[config.mk]
export PLATFORM = sky130hd
export DESIGN_NAME = decoder_n_to_2n_seq_flat
export DESIGN_NICKNAME = d
export VERILOG_FILES = /design/src/rtl/decoder_n_to_2n_seq_if.sv /design/src/rtl/decoder_n_to_2n_seq.sv /design/src/flat_wrapper.sv
export SDC_FILE = /design/constraint.sdc
export NUM_CORES = 1
export LEC_CHECK = 0
export CORE_AREA = 2 2 39 41
export DETAILED_ROUTE_END_ITERATION = 12
export DIE_AREA = 0 0 41 43
export GPL_TIMING_DRIVEN = 0
export PLACE_DENSITY = 0.65
export SLEW_MARGIN = 20
export SYNTH_ARGS = -nofsm -noshare
export SYNTH_HDL_FRONTEND = slang
export SYNTH_SLANG_ARGS = --single-unit
[constraint.sdc]
create_clock -name i_clk -period 3.38 [get_ports i_clk]
set_clock_uncertainty 0.2 [all_clocks]
set_input_delay 0.676 -clock i_clk [delete_from_list [all_inputs] [get_ports i_clk]]
set_output_delay 0.676 -clock i_clk [all_outputs]
set_load 0.05 [all_outputs]
[src/rtl/decoder_n_to_2n_seq_if.sv]
// Request/decode bundle for decoder_n_to_2n_seq.
// Master drives the request side; slave (the decoder) drives status and decode outputs.
interface decoder_n_to_2n_seq_if #(
    parameter int SEL_W   = 2,
    parameter int DWELL_W = 4
);
    localparam int OUT_W = 2**SEL_W;

    logic               en;
    logic               load;
    logic               mode;
    logic [SEL_W-1:0]   sel;
    logic [DWELL_W-1:0] dwell;
    logic               stop;
    logic               ready;
    logic [OUT_W-1:0]   d;
    logic [SEL_W-1:0]   idx;
    logic               wrap;

    modport master (
        output en, load, mode, sel, dwell, stop,
        input  ready, d, idx, wrap
    );

    modport slave (
        input  en, load, mode, sel, dwell, stop,
        output ready, d, idx, wrap
    );
endinterface

[src/rtl/decoder_n_to_2n_seq.sv]
// Registered N-to-2^N one-hot decoder with direct-hold and optional dwell-timed scan mode.
// Scan mode, dwell counter and WRAP exist only when DECODER_N_TO_2N_SEQ_SCAN_EN is defined.
//
// state | meaning
// IDLE  | no index selected, D=0, ready for LOAD
// HOLD  | D shows one-hot(IDX) while EN=1, ready for LOAD
// SCAN  | IDX steps every DWELL+1 enabled cycles, not ready
module decoder_n_to_2n_seq #(
    parameter int SEL_W   = 2,
    parameter int DWELL_W = 4
) (
    input  logic                    i_clk,
    input  logic                    i_rst_n,
    decoder_n_to_2n_seq_if.slave    bus
);
    localparam int OUT_W = 2**SEL_W;

    typedef enum logic [1:0] {
        ST_IDLE = 2'd0,
        ST_HOLD = 2'd1,
        ST_SCAN = 2'd2
    } state_t;

    state_t             r_state;
    state_t             w_state_nxt;
    logic [OUT_W-1:0]   r_d;
    logic [OUT_W-1:0]   w_d_nxt;
    logic [SEL_W-1:0]   r_idx;
    logic [SEL_W-1:0]   w_idx_nxt;
    logic               w_accept;
    logic               w_scan_req;
    logic               w_ready;

`ifdef DECODER_N_TO_2N_SEQ_SCAN_EN
    logic [DWELL_W-1:0] r_cnt;
    logic [DWELL_W-1:0] w_cnt_nxt;
    logic [DWELL_W-1:0] r_dwell;
    logic [DWELL_W-1:0] w_dwell_nxt;
    logic               r_wrap;
    logic               w_wrap_nxt;
    logic               r_ready;

    assign w_scan_req = bus.mode;
    assign w_ready    = r_ready;
    assign bus.wrap   = r_wrap;
`else
    logic               w_unused;

    // Without scan support every LOAD is a direct decode, so MODE and DWELL have no effect.
    assign w_unused   = ^{bus.mode, bus.dwell};
    assign w_scan_req = 1'b0;
    assign w_ready    = 1'b1;
    assign bus.wrap   = 1'b0;
`endif

    // STOP outranks LOAD, so a simultaneous request is never accepted.
    assign w_accept  = bus.load & w_ready & ~bus.stop;
    assign bus.ready = w_ready;
    assign bus.d     = r_d;
    assign bus.idx   = r_idx;

    // State register and registered outputs.
    always_ff @(posedge i_clk) begin
        if (!i_rst_n) begin
            r_state <= ST_IDLE;
            r_d     <= '0;
            r_idx   <= '0;
`ifdef DECODER_N_TO_2N_SEQ_SCAN_EN
            r_cnt   <= '0;
            r_dwell <= '0;
            r_wrap  <= 1'b0;
            r_ready <= 1'b1;
`endif
        end else begin
            r_state <= w_state_nxt;
            r_d     <= w_d_nxt;
            r_idx   <= w_idx_nxt;
`ifdef DECODER_N_TO_2N_SEQ_SCAN_EN
            r_cnt   <= w_cnt_nxt;
            r_dwell <= w_dwell_nxt;
            r_wrap  <= w_wrap_nxt;
            r_ready <= (w_state_nxt != ST_SCAN);
`endif
        end
    end

    // Next-state logic.
    always_comb begin
        w_state_nxt = r_state;
        if (bus.stop) begin
            w_state_nxt = ST_IDLE;
        end else if (w_accept) begin
            w_state_nxt = w_scan_req ? ST_SCAN : ST_HOLD;
        end
    end

    // Next values of the registered outputs and scan datapath.
    always_comb begin
        w_idx_nxt   = r_idx;
`ifdef DECODER_N_TO_2N_SEQ_SCAN_EN
        w_cnt_nxt   = r_cnt;
        w_dwell_nxt = r_dwell;
        w_wrap_nxt  = 1'b0;
`endif
        if (bus.stop) begin
            w_idx_nxt = '0;
`ifdef DECODER_N_TO_2N_SEQ_SCAN_EN
            w_cnt_nxt = '0;
`endif
        end else if (w_accept) begin
            w_idx_nxt = bus.sel;
`ifdef DECODER_N_TO_2N_SEQ_SCAN_EN
            if (w_scan_req) begin
                w_cnt_nxt   = bus.dwell;
                w_dwell_nxt = bus.dwell;
            end
`endif
        end
`ifdef DECODER_N_TO_2N_SEQ_SCAN_EN
        else if (bus.en && (r_state == ST_SCAN)) begin
            if (r_cnt == '0) begin
                w_idx_nxt  = r_idx + 1'b1;
                w_cnt_nxt  = r_dwell;
                w_wrap_nxt = &r_idx;
            end else begin
                w_cnt_nxt  = r_cnt - 1'b1;
            end
        end
`endif

        w_d_nxt = '0;
        if (!bus.stop && bus.en && (w_state_nxt != ST_IDLE)) begin
            w_d_nxt = {{(OUT_W-1){1'b0}}, 1'b1} << w_idx_nxt;
        end
    end
endmodule

[src/flat_wrapper.sv]
// flat-port wrapper written by rule: the top's interface ports become plain ports
module decoder_n_to_2n_seq_flat 
#(
    parameter int SEL_W   = 2,
    parameter int DWELL_W = 4
)
  (i_clk, i_rst_n, bus_en, bus_load, bus_mode, bus_sel, bus_dwell, bus_stop, bus_ready, bus_d, bus_idx, bus_wrap);
  decoder_n_to_2n_seq_if #(.SEL_W(SEL_W), .DWELL_W(DWELL_W)) bus_i ();
  input  logic i_clk;
  input  logic i_rst_n;
  input wire logic [$bits(bus_i.en)-1:0] bus_en;
  input wire logic [$bits(bus_i.load)-1:0] bus_load;
  input wire logic [$bits(bus_i.mode)-1:0] bus_mode;
  input wire logic [$bits(bus_i.sel)-1:0] bus_sel;
  input wire logic [$bits(bus_i.dwell)-1:0] bus_dwell;
  input wire logic [$bits(bus_i.stop)-1:0] bus_stop;
  output wire logic [$bits(bus_i.ready)-1:0] bus_ready;
  output wire logic [$bits(bus_i.d)-1:0] bus_d;
  output wire logic [$bits(bus_i.idx)-1:0] bus_idx;
  output wire logic [$bits(bus_i.wrap)-1:0] bus_wrap;
  assign bus_i.en = bus_en;
  assign bus_i.load = bus_load;
  assign bus_i.mode = bus_mode;
  assign bus_i.sel = bus_sel;
  assign bus_i.dwell = bus_dwell;
  assign bus_i.stop = bus_stop;
  assign bus_ready = bus_i.ready;
  assign bus_d = bus_i.d;
  assign bus_idx = bus_i.idx;
  assign bus_wrap = bus_i.wrap;
  decoder_n_to_2n_seq #(.SEL_W(SEL_W), .DWELL_W(DWELL_W)) u_core (.i_clk(i_clk), .i_rst_n(i_rst_n), .bus(bus_i));
endmodule
==> flow_summary.json, run 1 <==
{
  "cts.sinks": 8,
  "hold_class": "reg -> reg",
  "fin_crit_sh_pct": 67.14,
  "cp.required_ns": 2.50,
  "grt_use_total_pct": 8.375,
  "holdPathStages": 1,
  "vias_per_cell": 3.983,
  "antenna_found_initial": 0,
  "worstPathArrival_ns": 1.39,
  "yosysSeqAreaShare_pct": 51.41,
  "finalPower_uw": 200.5,
  "cts-root-buf": "clkbuf_4",
  "hp-start": "u_core.r_state[1]",
  "vias": 235,
  "drtIter0Drc": 0,
  "fmax_mhz": 440.7,
  "synth_area_per_cell_sq_um": 10.74,
  "tightest_slew_ns": 0.4978,
  "cp-end-kind": "primary output",
  "rsz0062_at_grt": "false",
  "path_buf_inv": 1,
  "max_stage_delay_ns": 0.80,
  "critPathLaunchType": "register",
  "ios": 20,
  "ys_dominant_reg_cell": "dfxtp_1",
  "maxSlewViolCount": 0,
  "crit_fanout": 3,
  "relSlewSlack_pct": 66.71,
  "layout-drive-gt1-share_pct": 20.93,
  "fin_nets": 57,
  "r2r_setup_slack_ns": 2.09,
  "netlist_area_sq_um": 311.5,
  "fin_cells": 59,
  "dieArea_sq_um": 1763,
  "cp_slowest_cell": "clkdlybuf4s50_1",
  "final_cell_mix": "11 x clkdlybuf4s50_1, 8 x dfxtp_1, 4 x nor2_1, 3 x clkbuf_4",
  "cts_hold_buf": 0,
  "period_needed_ns": 2.269,
  "synth-edff-count": 0,
  "dr.pass1.iters": 1,
  "drc_errors": 0,
  "h-tree-depth": 1,
  "cts_resized": 0,
  "final_hold_viol_count": 0,
  "p_leak_uw": 0.0001850,
  "dp.cells": 56,
  "cts_tree": "done",
  "io_buffer_count": 11,
  "gp_congestion": 0.6848,
  "critPathKind": "reg -> out",
  "path_delay_family": "buffers and inverters",
  "holdPathEnd": "u_core.r_state[1]",
  "worstReg2RegStart": "u_core.r_state[0]",
  "wl_per_cell_um": 8.966,
  "yosysUniqueCellTypes": 14,
  "rr_endpoint": "u_core.bus.d[3]",
  "ant_nets": 0,
  "peakVddDrop_uv": 232.8,
  "grt_first_pass_wirelength_um": 945,
  "clock_path_buffers": 2,
  "r2r_cells": 3,
  "antenna-diode-count": 0,
  "async_flop_share_pct": 0,
  "rows": 14,
  "drv_cap": 0,
  "numCtsBuffers": 3,
  "postSynthCellCount": 29,
  "dieHeight_um": 43,
  "cp_cell_sequence": "clkdlybuf4s50_1",
  "setup_viol": 0,
  "cellPowerDensity_nw_per_um2": 432.0,
  "start_util_pct": 22.51,
  "syn2layout_area_growth_pct": 49.00,
  "worstSkewPairLatency_ns": 0.25,
  "synth-seq-cells": 8,
  "die_w_um": 41,
  "yosys_warnings": 0,
  "status": "complete, no violations",
  "clk_pin_slew_ns": 0.05,
  "tns_ns": 0,
  "dp_hpwl_um": 446.5,
  "synth_fp_nets": 41,
  "cts_setup_buffers": 0,
  "overflow": 0,
  "grt_pass1_vias": 237,
  "finalWirelength_um": 529,
  "grt_max_degree": 7,
  "final_common_cell": "clkdlybuf4s50_1",
  "fp.coreArea_sq_um": 1384
}
==> worst register-to-register path, cell delays in order (launching register included) <==
cell and delay (ns):
dfxtp_1 0.34, nor3_2 0.05, or3b_4 0.40, nor4_1 0.19
==> metal layers <==
metal	wire length (um)	GRT usage, %	vias up
li1	-	-	120
met1	213	10.13	102
met2	241	10.31	11
met3	56	3.665	2
met4	17	8.000	0
met5	0	0	-
==> synthesized netlist by cell type (2+ instances only) <==
master / n / share of area [%]
buf_4: 2 / 4.8
conb_1: 2 / 2.4
dfxtp_1: 8 / 51
mux2i_1: 2 / 6.4
nor2_1: 4 / 4.8
nor3_1: 2 / 3.2
nor4_1: 2 / 4.0
==> power breakdown <==
group | leakage [uW] | internal (uW) | switching [uW]
Sequential | 0.0000649 | 96.4 | 0.902
Clock | 0.0000138 | 40.5 | 30.8
Combinational | 0.000106 | 14.6 | 17.3
==> through the flow <==
step	setup WS, ns	hold WS (ns)	instance area [sq um]	util [%]
2_1_floorplan	1.746	0.2621	311.5	-
3_3_place_gp	1.193	0.2734	441.7	31.92
3_5_place_dp	1.188	0.2777	441.7	31.92
4_1_cts	1.095	0.2850	464.2	33.54
5_1_grt	1.058	0.2980	464.2	33.54
6_report	1.111	0.2819	464.2	33.54
==> cell families after synthesis <==
kind of cell,Yosys count,share of synthesized area [%]
buf+inv,3,8.432
flops,8,51.40
mux,3,10.04
other cells,2,2.411
simple gates,13,27.71
==> area by class of cell <==
cell class / count / area (sq um)
plain buffers: 3 / 26.28
flip-flops and latches: 8 / 160.2
repair buffers: 11 / 110.1
well taps: 16 / 20.02
fillers: 157 / 919.6
clock buffers: 3 / 22.52
multi-input cells: 18 / 125.1
==> worst max-delay path by stage <==
stage,slack [ns],end,cells past startpoint,from
2_1_floorplan,1.75,u_core.bus.d[2],4,bus_load
3_3_place_gp,1.19,u_core.bus.d[3],4,bus_stop
3_5_place_dp,1.19,u_core.bus.d[3],4,bus_stop
4_1_cts,1.09,bus_idx[0],1,u_core.bus.idx[0]
5_1_grt,1.06,bus_idx[0],1,u_core.bus.idx[0]
6_report,1.11,bus_idx[0],1,u_core.bus.idx[0]
==> state kept, by name, indices dropped and copies added, names as in the netlist <==
name	count
u_core.bus.d	4
u_core.bus.idx	2
u_core.r_state	2
(Power assumes the default switching activity.)
==> run 2: changes to the inputs <==
clock period = 2.3 ns   (was 3.38 ns; I/O delays follow)
==> results of run 2 <==
Same layout as run 1 (identical final DEF). Status: complete, no violations.
Among the figures that moved: setup slack after placement 1.188 ns -> 0.3237 ns; setup slack after layout 1.111 ns -> 0.2468 ns; hold slack 0.2819 ns -> 0.1972 ns; register-to-register setup slack 2.09 ns -> 1.01 ns; total power 200.5 uW -> 294.7 uW; worst IR drop on VDD 232.8 uV -> 342.2 uV
==> run 3: changes to the inputs <==
CTS_CLUSTER_SIZE = 20   (was not set)
==> results of run 3 <==
Same layout as run 1 (identical final DEF). Status: complete, no violations.
Among the figures that moved: setup slack after placement 1.188 ns -> 0.3237 ns; setup slack after layout 1.111 ns -> 0.2468 ns; hold slack 0.2819 ns -> 0.1972 ns; register-to-register setup slack 2.09 ns -> 1.01 ns; total power 200.5 uW -> 294.7 uW; worst IR drop on VDD 232.8 uV -> 342.2 uV
==> edit 1 (config.mk and constraints of run 2) <==
Take the reset off `r_d` and load it in a clocked block of its own.
--- a/src/rtl/decoder_n_to_2n_seq.sv
+++ b/src/rtl/decoder_n_to_2n_seq.sv
@@ -65,3 +65,2 @@
             r_state <= ST_IDLE;
-            r_d     <= '0;
             r_idx   <= '0;
@@ -75,3 +74,2 @@
             r_state <= w_state_nxt;
-            r_d     <= w_d_nxt;
             r_idx   <= w_idx_nxt;
@@ -84,2 +82,6 @@
         end
+    end
+
+    always_ff @(posedge i_clk) begin
+        r_d <= w_d_nxt;
     end
Behaviour: not the same (Yosys sat finds a counterexample within 4 cycles, from zero or initial values and one cycle with i_rst_n low).
==> edit 1 against run 2 <==
  * Synthesized area up 12%
  * Final cell count up 12%
  * Cell area up 10%
  * Worst setup slack worse by 0.087 ns
  * Sequential cell count unchanged
  * Routed wire length grew 19%
  * Power up 2.2%
  * Sequential share of layout area decreased by 3.2 points
  * Critical path type unchanged
  * Largest power group unchanged
==> edit 1: results (changes against run 2) <==
{
  "max_vdd_drop": {"value": 217, "unit": "µV", "change": "-36%"},
  "synthDistinctLibCells": {"value": 15, "change": "+1"},
  "number_of_optimization_iterations_in_the_first_detailed_route_pass": {"value": 4, "change": "+3"},
  "hold_ws": {"value": 0.272, "unit": "ns", "change": "+0.0746 ns"},
  "sequential_share_of_the_synthesized_area": {"value": 0.459, "change": "-0.0553"},
  "dp_hpwl": {"value": 517, "unit": "µm", "change": "+16%"},
  "first_global_vias": {"value": 246, "change": "+3.8%"},
  "critPathMaxStageDelay": {"value": 0.83, "unit": "ns", "change": "+0.03 ns"},
  "post_synth.cell_area_avg": {"value": 9.97, "unit": "µm²", "change": "-7.2%"},
  "layout-drive-gt1-share": {"value": 0.140, "change": "-0.0693"},
  "synthesis.nets": {"value": 47, "change": "+15%"},
  "power.leakage": {"value": 0.185, "unit": "nW", "change": "-0.11%"},
  "hp-class": "register to register",
  "layoutNonFillerInstCount": {"value": 66, "change": "+12%"},
  "grt_start_max_net_pins": {"value": 11, "change": "+4"},
  "yosys-top-cells-count": "sky130_fd_sc_hd__dfxtp_1, sky130_fd_sc_hd__nor2_1, sky130_fd_sc_hd__a211oi_1, sky130_fd_sc_hd__nand3b_1, sky130_fd_sc_hd__or3b_1",
  "r2r_end": "u_core.bus.d[1]",
  "worst_hold_startpoint": "u_core.r_state[1]",
  "place.gp.congestion": {"value": 0.652, "change": "-4.9%"},
  "grt.total_usage": {"value": 0.0864, "change": "+0.00268"},
  "synth.area.top_cells": "sky130_fd_sc_hd__dfxtp_1, sky130_fd_sc_hd__or3b_1, sky130_fd_sc_hd__a211oi_1",
  "drt_first_iter_violations": {"value": 4, "change": "+4"},
  "r2r_start": "u_core.bus.idx[0]",
  "run_status": "complete, no violations",
  "number_of_port_buffers": {"value": 12, "change": "+1"},
  "rr_worst_depth": {"value": 2, "change": "-1"},
  "post-place-cells": {"value": 63, "change": "+13%"},
  "worst-slew-pin-transition": {"value": 0.517, "unit": "ns", "change": "+0.0188 ns"}
}
==> edit 1: changes by cell type after synthesis, sizes merged <==
cell    before  now
a211oi       0    4
and2         1    0
mux2         1    0
nand2b       1    2
nand3        0    1
nand3b       0    3
nor3         3    1
nor4         2    0
or3          0    1
or3b         1    3
==> edit 1: how the worst max path moves through the flow <==
stage / from / to / cells past startpoint
final: u_core.bus.idx[1] / bus_idx[1] / 1
after global routing: u_core.bus.idx[1] / bus_idx[1] / 1
after CTS: u_core.bus.idx[0] / bus_idx[0] / 1
after detailed placement: bus_load / u_core.bus.d[3] / 4
after global placement: bus_load / u_core.bus.d[3] / 4
after floorplan: u_core.bus.idx[1] / u_core.bus.d[2] / 2
==> edit 1: cell type report <==
type / count / share of cell area
clock buffers: 3 / 0.0440
plain buffers: 3 / 0.0513
well taps: 16 / 0.0391
repair buffers: 12 / 0.235
flip-flops and latches: 8 / 0.313
multi-input cells: 24 / 0.318
==> edit 1: through the flow <==
| stage | utilization | setup WS (ns) | area, µm² |
|---|---|---|---|
| 2_1_floorplan | - | 0.763 | 349 |
| 5_1_grt | 0.370 | 0.0954 | 512 |
| 6_report | 0.370 | 0.160 | 512 |
| 3_3_place_gp | 0.354 | 0.324 | 489 |
| 4_1_cts | 0.370 | 0.143 | 512 |
| 3_5_place_dp | 0.354 | 0.299 | 489 |
==> edit 1: per-layer routing <==
| metal | vias up | routed length [µm] | track usage |
|---|---|---|---|
| li1 | 151 | - | - |
| met1 | 121 | 264 | 0.106 |
| met2 | 12 | 302 | 0.119 |
| met5 | - | 0 | 0 |
| met4 | 0 | 0 | 0.0400 |
| met3 | 0 | 61 | 0.0471 |
==> edit 1: cell families (layout without fill, tap and decap cells) <==
| group | Yosys count | in the layout | synth area share |
|---|---|---|---|
| simple gates | 16 | 16 | 0.287 |
| flops | 8 | 8 | 0.459 |
| compound gates | 4 | 4 | 0.100 |
| buf+inv | 3 | 18 | 0.0753 |
| other cells | 2 | 2 | 0.0215 |
| mux | 2 | 2 | 0.0573 |
==> edit 1: power breakdown <==
part,internal [mW],switching (mW),total [mW]
sequential,0.142,0.00226,0.144
clock,0.0594,0.0433,0.103
combinational,0.0241,0.0300,0.0542
==> edit 2 (settings of run 2) <==
Made on the original files. Add a define of `DECODER_N_TO_2N_SEQ_SCAN_EN`.
--- a/src/rtl/decoder_n_to_2n_seq.sv
+++ b/src/rtl/decoder_n_to_2n_seq.sv
@@ -7,2 +7,4 @@
 // SCAN  | IDX steps every DWELL+1 enabled cycles, not ready
+`define DECODER_N_TO_2N_SEQ_SCAN_EN
+
 module decoder_n_to_2n_seq #(
Function: changed (a bounded check fails within 4 cycles, from zero or initial values and one cycle with i_rst_n low).
==> edit 2 against run 2 <==
  * Count of clock-buffer cells in the layout rose by 1
  * Routed wire length increased to 4.0 times the old value
  * Synthesized area increased to 2.8 times the old value
  * Sequential share of layout area shrank 2.3 points
  * Via count grew to 3.5 times the old value
  * Worst setup slack got worse by 0.21 ns
  * Cell area rose by 140%
  * Sequential cell count is 10 higher
  * Synthesized cell count grew to 3.2 times the old value
  * Critical endpoint unchanged
  * Register-to-register slack lost 0.87 ns
  * Largest cell class is now multi-input gates
  * Fmax down 9.2%
  * Non-clock buffer count up 5
  * Power is 110% higher
==> edit 2: results (changes against run 2) <==
{
  "routed-via-count": {"value": 829, "change": "+250%"},
  "nFillCells": {"value": 91, "change": "-42%"},
  "reg2reg_setup_slack": {"value": 0.14, "unit": "ns", "change": "-0.87 ns"},
  "clock_insertion_delay_worst_skew": {"value": 0.31, "unit": "ns", "change": "+0.06 ns"},
  "cell_internal_pwr": {"value": 0.460, "unit": "mW", "change": "+110%"},
  "share_of_the_synthesized_area_in_compound_gates_ao_oa_aoi_oai": {"value": 0.246, "change": "+0.246"},
  "sequential_share_of_the_synthesized_area": {"value": 0.416, "change": "-0.0979"},
  "power.leakage": {"value": 0.433, "unit": "nW", "change": "+130%"},
  "critPathMaxFanout": {"value": 4, "change": "+1"},
  "yosys-top-cells-count": "sky130_fd_sc_hd__dfxtp_1, sky130_fd_sc_hd__nand2_1, sky130_fd_sc_hd__nor2_1",
  "first_global_vias": {"value": 743, "change": "+210%"},
  "run_status": "complete, no violations",
  "synthXorXnorAreaFrac": {"value": 0.0202, "change": "+0.0202"},
  "finalNetCount": {"value": 130, "change": "+130%"},
  "place_area": {"value": 1080, "unit": "µm²", "change": "+140%"},
  "wl": {"value": 2090, "unit": "µm", "change": "+300%"},
  "number_of_optimization_iterations_in_the_first_detailed_route_pass": {"value": 4, "change": "+3"},
  "grt.total_usage": {"value": 0.291, "change": "+0.207"},
  "hp-class": "register to register",
  "routedWlPerCell": {"value": 16.0, "unit": "µm", "change": "+78%"},
  "drt_first_iter_violations": {"value": 25, "change": "+25"},
  "r2r_start": "u_core.r_cnt[0]",
  "hold-path-endpoint": "u_core.r_dwell[0]",
  "number_of_port_buffers": {"value": 19, "change": "+8"},
  "hold_ws": {"value": 0.275, "unit": "ns", "change": "+0.0780 ns"},
  "layout-drive-gt1-share": {"value": 0.0783, "change": "-0.131"},
  "place.gp.congestion": {"value": 0.769, "change": "+12%"},
  "maxSlewHeadroom": {"value": 0.601, "change": "-0.0664"},
  "max_vdd_drop": {"value": 479, "unit": "µV", "change": "+40%"},
  "dp_hpwl": {"value": 1470, "unit": "µm", "change": "+230%"},
  "worst_hold_startpoint": "u_core.r_dwell[0]",
  "synth.area.top_cells": "sky130_fd_sc_hd__dfxtp_1, sky130_fd_sc_hd__nand2_1, sky130_fd_sc_hd__o21ai_0",
  "synthesis.nets": {"value": 107, "change": "+160%"},
  "data_arrival_time_at_the_worst_slack_endpoint": {"value": 1.60, "unit": "ns", "change": "+0.21 ns"},
  "clk_slew_on_worst_s_h_paths": {"value": 0.11, "unit": "ns", "change": "+0.06 ns"}
}
[edit 2: cell type report]
| cell class | instances | area (µm²) | share of cell area |
|---|---|---|---|
| Clock buffer | 4 | 36.3 | 0.0324 |
| Tap cell | 16 | 20.0 | 0.0179 |
| Timing Repair Buffer | 19 | 193 | 0.172 |
| Sequential cell | 18 | 360 | 0.322 |
| Inverter | 4 | 15.0 | 0.0134 |
| Multi-Input combinational cell | 70 | 494 | 0.442 |
[edit 2: power groups by stage]
stage                     registers [mW]  clock network (mW)  logic, mW
after floorplan                    0.343                   0     0.0423
after global placement             0.333                   0     0.0904
after detailed placement           0.334                   0     0.0937
after CTS                          0.327               0.204     0.0947
after global routing               0.328               0.215      0.107
final                              0.327               0.206     0.0973
[edit 2: layer usage]
| metal | share of wire | global-route usage |
|---|---|---|
| met3 | 0.042 | 0.0471 |
| met5 | 0 | 0 |
| met4 | 0.033 | 0.140 |
| met2 | 0.48 | 0.416 |
| met1 | 0.44 | 0.410 |
[edit 2: worst max-delay path by stage]
| stage | start | endpoint | slack (ns) | depth (start not counted) |
|---|---|---|---|---|
| 2_1_floorplan | u_core.bus.idx[0] | u_core.bus.d[2] | 0.24 | 5 |
| 3_3_place_gp | bus_stop | u_core.bus.ready | -0.18 | 6 |
| 3_5_place_dp | bus_stop | u_core.r_cnt[3] | -0.22 | 6 |
| 4_1_cts | u_core.bus.idx[0] | bus_idx[0] | 0.05 | 1 |
| 5_1_grt | u_core.r_cnt[0] | u_core.bus.d[1] | -0.009 | 6 |
| 6_report | u_core.bus.idx[0] | bus_idx[0] | 0.04 | 1 |
[edit 2: repair_timing]
item                                   4_1_cts  5_1_grt
setup endpoints to repair                    0        6
endpoints found under the hold margin        0        0
gates resized for setup                      0        2
